===== src/rtl/key_debounce.sv =====
`default_nettype none
// ============================================================================
// Module   : key_debounce
// Purpose  : Multi-channel push-button conditioner. Each raw key pin is
//            synchronised with two flops and filtered by a per-channel
//            four-state FSM. A level change is accepted only after it has
//            been stable for CNT_MAX cycles. Outputs are all registered:
//            a debounced level in pin polarity plus one-cycle press and
//            release pulses.
//
// Ports    : clk         - system clock, rising edge
//            rst_n       - asynchronous active-low reset
//            key_in      - raw asynchronous key pins      [KEY_NUM]
//            key_out     - debounced level, pin polarity  [KEY_NUM]
//            key_press   - 1-cycle pulse on accepted press    [KEY_NUM]
//            key_release - 1-cycle pulse on accepted release  [KEY_NUM]
//            key_long    - 1-cycle long-press pulse           [KEY_NUM]
//                          (only when KEY_LONG_PRESS_EN is defined)
//
// Options  : KEY_LONG_PRESS_EN - adds the key_long port and a per-channel
//            long-press counter (threshold LONG_MS).
//
// Revision : 1.0 - initial release
// ============================================================================
module key_debounce #(
  parameter int CLK_FREQ_HZ    = 50_000_000,
  parameter int DEBOUNCE_MS    = 20,
  parameter int KEY_NUM        = 2,
  parameter int KEY_ACTIVE_LOW = 1,
  parameter int LONG_MS        = 1000
) (
  input  logic               clk,
  input  logic               rst_n,
  input  logic [KEY_NUM-1:0] key_in,
  output logic [KEY_NUM-1:0] key_out,
  output logic [KEY_NUM-1:0] key_press,
  output logic [KEY_NUM-1:0] key_release
`ifdef KEY_LONG_PRESS_EN
  ,
  output logic [KEY_NUM-1:0] key_long
`endif
);

  localparam int   c_cnt_max = CLK_FREQ_HZ / 1000 * DEBOUNCE_MS;
  localparam int   c_cnt_w   = $clog2(c_cnt_max + 1);
  localparam logic c_idle    = (KEY_ACTIVE_LOW != 0);
  localparam logic c_press   = ~c_idle;
  localparam logic [c_cnt_w-1:0] c_cnt_last = c_cnt_w'(c_cnt_max - 1);

`ifdef KEY_LONG_PRESS_EN
  localparam int c_long_max = CLK_FREQ_HZ / 1000 * LONG_MS;
  localparam int c_long_w   = $clog2(c_long_max + 1);
  // The long counter parks at c_long_sat after firing, which is what
  // limits key_long to a single pulse per press.
  localparam logic [c_long_w-1:0] c_long_last = c_long_w'(c_long_max - 1);
  localparam logic [c_long_w-1:0] c_long_sat  = c_long_w'(c_long_max);
`endif

  // A filter shorter than two cycles cannot distinguish bounce from a press.
  if (c_cnt_max < 2) begin : g_cnt_max_check
    $error("key_debounce: CLK_FREQ_HZ=%0d DEBOUNCE_MS=%0d LONG_MS=%0d gives CNT_MAX=%0d (< 2)",
           CLK_FREQ_HZ, DEBOUNCE_MS, LONG_MS, c_cnt_max);
  end

  typedef enum logic [1:0] {
    S_IDLE       = 2'd0,
    S_PRESS_FILT = 2'd1,
    S_HELD       = 2'd2,
    S_REL_FILT   = 2'd3
  } state_t;

  // rst_n deassertion is expected to be aligned to clk by the board-level
  // reset generator, so it is used directly as the async clear.
  for (genvar i = 0; i < KEY_NUM; i++) begin : g_ch
    logic [1:0]         r_sync;
    logic               w_key_s;
    state_t             r_state;
    state_t             w_state_nxt;
    logic [c_cnt_w-1:0] r_cnt;
    logic [c_cnt_w-1:0] w_cnt_nxt;
    logic               r_out;
    logic               w_out_nxt;
    logic               r_press;
    logic               w_press_nxt;
    logic               r_rel;
    logic               w_rel_nxt;

    assign w_key_s = r_sync[1];

    always_ff @(posedge clk or negedge rst_n) begin
      if (!rst_n) begin
        r_sync  <= {2{c_idle}};
        r_state <= S_IDLE;
        r_cnt   <= '0;
        r_out   <= c_idle;
        r_press <= 1'b0;
        r_rel   <= 1'b0;
      end else begin
        r_sync  <= {r_sync[0], key_in[i]};
        r_state <= w_state_nxt;
        r_cnt   <= w_cnt_nxt;
        r_out   <= w_out_nxt;
        r_press <= w_press_nxt;
        r_rel   <= w_rel_nxt;
      end
    end

    // Every state change clears the counter, so it never exceeds CNT_MAX-1.
    always_comb begin
      w_state_nxt = r_state;
      w_cnt_nxt   = r_cnt;
      w_out_nxt   = r_out;
      w_press_nxt = 1'b0;
      w_rel_nxt   = 1'b0;
      case (r_state)
        S_IDLE: begin
          if (w_key_s == c_press) begin
            w_state_nxt = S_PRESS_FILT;
            w_cnt_nxt   = '0;
          end
        end
        S_PRESS_FILT: begin
          if (w_key_s != c_press) begin
            w_state_nxt = S_IDLE;
            w_cnt_nxt   = '0;
          end else if (r_cnt == c_cnt_last) begin
            w_state_nxt = S_HELD;
            w_cnt_nxt   = '0;
            w_out_nxt   = c_press;
            w_press_nxt = 1'b1;
          end else begin
            w_cnt_nxt = r_cnt + c_cnt_w'(1);
          end
        end
        S_HELD: begin
          if (w_key_s == c_idle) begin
            w_state_nxt = S_REL_FILT;
            w_cnt_nxt   = '0;
          end
        end
        S_REL_FILT: begin
          if (w_key_s != c_idle) begin
            w_state_nxt = S_HELD;
            w_cnt_nxt   = '0;
          end else if (r_cnt == c_cnt_last) begin
            w_state_nxt = S_IDLE;
            w_cnt_nxt   = '0;
            w_out_nxt   = c_idle;
            w_rel_nxt   = 1'b1;
          end else begin
            w_cnt_nxt = r_cnt + c_cnt_w'(1);
          end
        end
        default: begin
          w_state_nxt = S_IDLE;
          w_cnt_nxt   = '0;
        end
      endcase
    end

    assign key_out[i]     = r_out;
    assign key_press[i]   = r_press;
    assign key_release[i] = r_rel;

`ifdef KEY_LONG_PRESS_EN
    logic [c_long_w-1:0] r_lcnt;
    logic [c_long_w-1:0] w_lcnt_nxt;
    logic                r_long;
    logic                w_long_nxt;

    always_ff @(posedge clk or negedge rst_n) begin
      if (!rst_n) begin
        r_lcnt <= '0;
        r_long <= 1'b0;
      end else begin
        r_lcnt <= w_lcnt_nxt;
        r_long <= w_long_nxt;
      end
    end

    // Cleared on entry to HELD from a new press and on an accepted release.
    // A release bounce (REL_FILT back to HELD) keeps the count running.
    always_comb begin
      w_lcnt_nxt = r_lcnt;
      w_long_nxt = 1'b0;
      if (r_state == S_PRESS_FILT && w_state_nxt == S_HELD) begin
        w_lcnt_nxt = '0;
      end else if (r_state == S_REL_FILT && w_state_nxt == S_IDLE) begin
        w_lcnt_nxt = '0;
      end else if (r_state == S_HELD) begin
        if (r_lcnt == c_long_last) begin
          w_long_nxt = 1'b1;
          w_lcnt_nxt = c_long_sat;
        end else if (r_lcnt != c_long_sat) begin
          w_lcnt_nxt = r_lcnt + c_long_w'(1);
        end
      end
    end

    assign key_long[i] = r_long;
`endif
  end

endmodule
`default_nettype wire


===== config.mk =====
export PLATFORM = sky130hd
export DESIGN_NAME = key_debounce
export DESIGN_NICKNAME = d
export VERILOG_FILES = /design/src/rtl/key_debounce.sv
export SDC_FILE = /design/constraint.sdc
export NUM_CORES = 1
export LEC_CHECK = 0
export ABC_AREA = 1
export BUFFER_PORTS_ARGS = -buffer_cell sky130_fd_sc_hd__buf_2
export CAP_MARGIN = 20
export CORE_MARGIN = 2
export CORE_UTILIZATION = 60
export CTS_CLUSTER_DIAMETER = 100
export DETAILED_ROUTE_END_ITERATION = 6
export PLACE_DENSITY = 0.84
export SYNTH_ARGS = -nofsm -noshare
export SYNTH_HDL_FRONTEND = slang
export SYNTH_SLANG_ARGS = --single-unit

===== constraint.sdc =====
create_clock -name clk -period 1.5 [get_ports clk]
set_input_delay 0.075 -clock clk [delete_from_list [all_inputs] [get_ports clk]]
set_output_delay 0.075 -clock clk [all_outputs]
set_load 0.01 [all_outputs]

==> impl_summary.log <==
INFO  metric run_status = complete, but fails checks
INFO  metric nFillCells = 305
INFO  metric synth-edff-count = 0
INFO  metric multi_input_area = 1690 um2
INFO  metric first_pass_iters = 7
INFO  metric pwr_density_cell = 965 nW/um2
INFO  metric synth_area_leader_cell = sky130_fd_sc_hd__dfrtp_1
INFO  metric die-height = 76.4 um
INFO  metric initial_core_util = 62.0%
INFO  metric rsz_0062_raised_after_global_routing = true
INFO  metric grt_util_all_layers = between 20% and 30%
INFO  metric final_setup_margin = -0.151 ns
INFO  metric nets = around 470
INFO  metric layout-area-overhead-vs-synth = 23.2%
INFO  metric required = 1.69 ns
INFO  metric mostFrequentLayoutCell = sky130_fd_sc_hd__nand2_1
INFO  metric drv_slew = 0
INFO  metric global_placement_routability_congestion = 0.955
INFO  metric syn-mean-instance-area = 7.61 um2
INFO  metric violations = negative setup slack
INFO  metric seqCellArea = 1360 um2
INFO  metric final_cell_mix = sky130_fd_sc_hd__nand2_1, sky130_fd_sc_hd__inv_1, sky130_fd_sc_hd__nor2_1, sky130_fd_sc_hd__dfrtp_1, sky130_fd_sc_hd__buf_4
INFO  metric cp-start-kind = flop
INFO  metric grt_antenna_before_repair = 0
INFO  metric clock_sink_count = 54
INFO  metric worst_r2r_startpoint = g_ch[0].r_cnt[12]$_DFFE_PN0P_
INFO  metric max_freq = between 600 and 700 MHz
INFO  metric path_max_fanout = 6
INFO  metric dpl-instance-area = between 3000 and 4000 um2
INFO  metric ys_seq_area_share = between 40% and 50%
INFO  metric syn_inst = 413
INFO  metric core.rowCount = 26
INFO  metric drt-vias-per-instance = 5.63
INFO  metric detailroute.via_count = 2996
INFO  metric grt_pass1_vias = roughly 2800
INFO  metric worst-setup-path-type = flop to flop
INFO  metric clock_insertion_delay_worst_skew = 0.32 ns
INFO  metric maxCapViolations = 0
INFO  metric maximum_number_of_pins_on_one_net_before_global_route_repair = 55
INFO  metric slew_of_the_pin_with_the_lowest_slew_margin = 0.296 ns
INFO  metric io_buffer_count = 9
INFO  metric gr-total-overflow = 0
INFO  metric layout.cell_area.non_filler = about 3900 um2
INFO  metric drt_drc_violations_left = 0
INFO  metric groute.layer.met1.usage = 29.6%
INFO  metric timing.critical_path.to_type = flop
INFO  metric synthDistinctLibCells = 34
INFO  metric cell_types_occupying_the_most_area_after_synthesis = sky130_fd_sc_hd__dfrtp_1, sky130_fd_sc_hd__nand2_1, sky130_fd_sc_hd__nor2_1, sky130_fd_sc_hd__inv_1, sky130_fd_sc_hd__nand3_1
INFO  metric detail_route.iter0.violations = 255
INFO  metric routed_wl = 8.12 mm
INFO  metric dieWidth = roughly 76 um
INFO  metric post-place-ws = -0.0257 ns
INFO  metric synth.cell_area = 3140 um2
INFO  metric i_o_pin_count = 10
INFO  metric ir_worst_vdd = 0.000952 V
INFO  metric synth_top_area_share = a little under two fifths
INFO  metric final.setup.tns = -1.14 ns
INFO  metric fin_skew = 0.0153 ns
INFO  metric ff2ff_setup_slack = -0.15 ns
INFO  metric min_period_over_period = 110%
INFO  metric cts_tree = yes
INFO  metric dpl.cell_count = 502
INFO  metric cts-buffers-inserted = 5
INFO  metric clockRootBuffer = sky130_fd_sc_hd__clkbuf_8
INFO  metric ys.warnings.count = 0
INFO  metric synth_seq_cells = 54
INFO  metric slew_headroom = 80.3%
INFO  metric critical_path_arrival = approximately 1.8 ns
INFO  metric asyncSetResetFlopFracSynth = 100%
INFO  metric htree_num_levels = 2
INFO  metric core_area = 5070 um2
INFO  metric final-setup-viol-count = 25
INFO  metric post_drt_wl_per_cell = ~15 um
INFO  metric min_period = 1.65 ns
INFO  metric final_cell_count_no_fill = 532
INFO  metric holdCritPathClass = primary input to async pin
INFO  metric power.total = 3.74 mW
INFO  metric crit-reg2reg-capture = g_ch[0].r_cnt[10]$_DFFE_PN0P_
INFO  metric cts.clk_slew.worst_paths = 0.12 ns
INFO  metric global_route.peak_usage_layer = met2
INFO  metric synth_nets = 419
INFO  metric met3_usage = 4.38%
INFO  metric dp_hpwl = 4.96 mm
INFO  metric final_hold_viol_count = 0
INFO  metric dominantRegCellSynth = sky130_fd_sc_hd__dfrtp_1
INFO  metric grt_util_met2 = 44.5%
INFO  metric drive_gt1_share = 29.0%
INFO  metric r2r_cells = 7
INFO  metric global_route_wire_length_before_repair = ~12 mm
INFO  metric fp.dieArea = 5840 um2
INFO  metric static-leakage-power = 1.80 nW
INFO  metric ant_nets = 0
INFO  metric antenna_cells = 0
INFO  metric clock_tree.buffer_depth = 2
[flip-flops by register name, summed over array words and instances, names as in the netlist, named ones only]
name          cells
g_ch.r_sync       4
g_ch.r_state      2
g_ch.r_cnt       40
g_ch.r_press      2
g_ch.r_out        2
g_ch.r_rel        2
[power breakdown]
part | internal (mW) | total (mW) | switching [mW]
sequential | 1.56 | 1.65 | 0.0958
combinational | 0.446 | 1.20 | 0.752
clock | 0.345 | 0.886 | 0.540
[synth_stat cells, drive strengths merged, types with 6 or more instances]
cell   count
nand2    111
nor2      67
inv       57
dfrtp     48
nand3     41
o21ai     23
xor2      13
nand4     10
buf        9
o22ai      7
a21oi      6
dfstp      6
[critical path: stages (launching register included)]
cell	delay, ns
sky130_fd_sc_hd__dfrtp_1	0.45
sky130_fd_sc_hd__nor2_1	0.15
sky130_fd_sc_hd__nand2_1	0.07
sky130_fd_sc_hd__nor2_1	0.22
sky130_fd_sc_hd__nand3_2	0.16
sky130_fd_sc_hd__nand2_4	0.17
sky130_fd_sc_hd__buf_4	0.19
sky130_fd_sc_hd__o21ai_0	0.11
[layout make-up]
type	count	area share, %
inverter	59	6.30
timing repair buffer	51	10.1
tap	70	2.26
clock inverter	3	0.678
clock buffer	5	1.78
sequential	54	35.2
multi-input combinational	290	43.7
[metrics by stage]
| step | utilization, % | hold slack, ns |
|---|---|---|
| 2_1_floorplan | - | -0.221 |
| 3_3_place_gp | 66.3 | 0.0895 |
| 3_5_place_dp | 66.3 | 0.0880 |
| 5_1_grt | 76.3 | 0.311 |
| 6_report | 76.3 | 0.268 |
| 4_1_cts | 69.9 | 0.280 |
[worst max path at each step]
stage	cells after the start	slack, ns	to	from
3_3_place_gp	8	0.05	g_ch[0].r_cnt[14]$_DFFE_PN0P_	g_ch[0].r_cnt[1]$_DFFE_PN0P_
3_5_place_dp	7	-0.03	g_ch[1].r_cnt[12]$_DFFE_PN0P_	g_ch[1].r_sync[1]$_DFF_PN1_
6_report	7	-0.15	g_ch[0].r_cnt[10]$_DFFE_PN0P_	g_ch[0].r_cnt[12]$_DFFE_PN0P_
5_1_grt	7	-0.27	g_ch[0].r_cnt[10]$_DFFE_PN0P_	g_ch[0].r_cnt[12]$_DFFE_PN0P_
4_1_cts	10	-0.0008	g_ch[1].r_cnt[8]$_DFFE_PN0P_	g_ch[1].r_cnt[0]$_DFFE_PN0P_
2_1_floorplan	10	0.08	g_ch[1].r_cnt[10]$_DFFE_PN0P_	g_ch[1].r_cnt[0]$_DFFE_PN0P_
[metal layers]
metal	vias to the layer above	wire length [um]
li1	1391	-
met1	1456	3170
met2	120	4250
met3	29	434
met4	0	265
met5	-	0
[cell families after synthesis]
group	after synthesis	synth area share (%)
xor+xnor	14	3.90
fa+ha+maj	2	0.796
compound gates	38	6.49
flops	54	43.2
simple gates	235	35.7
buf+inv	70	9.91
[repair_timing]
item                                   in CTS  in global routing
gates resized for setup                     4                 64
buffers inserted                            4                 14
pin swaps                                   4                 16
gates cloned                                1                  0
hold buffers                                3                  0
setup endpoints to repair                  18                 42
endpoints found under the hold margin      51                  0
Power figures use the tool's default switching activity.
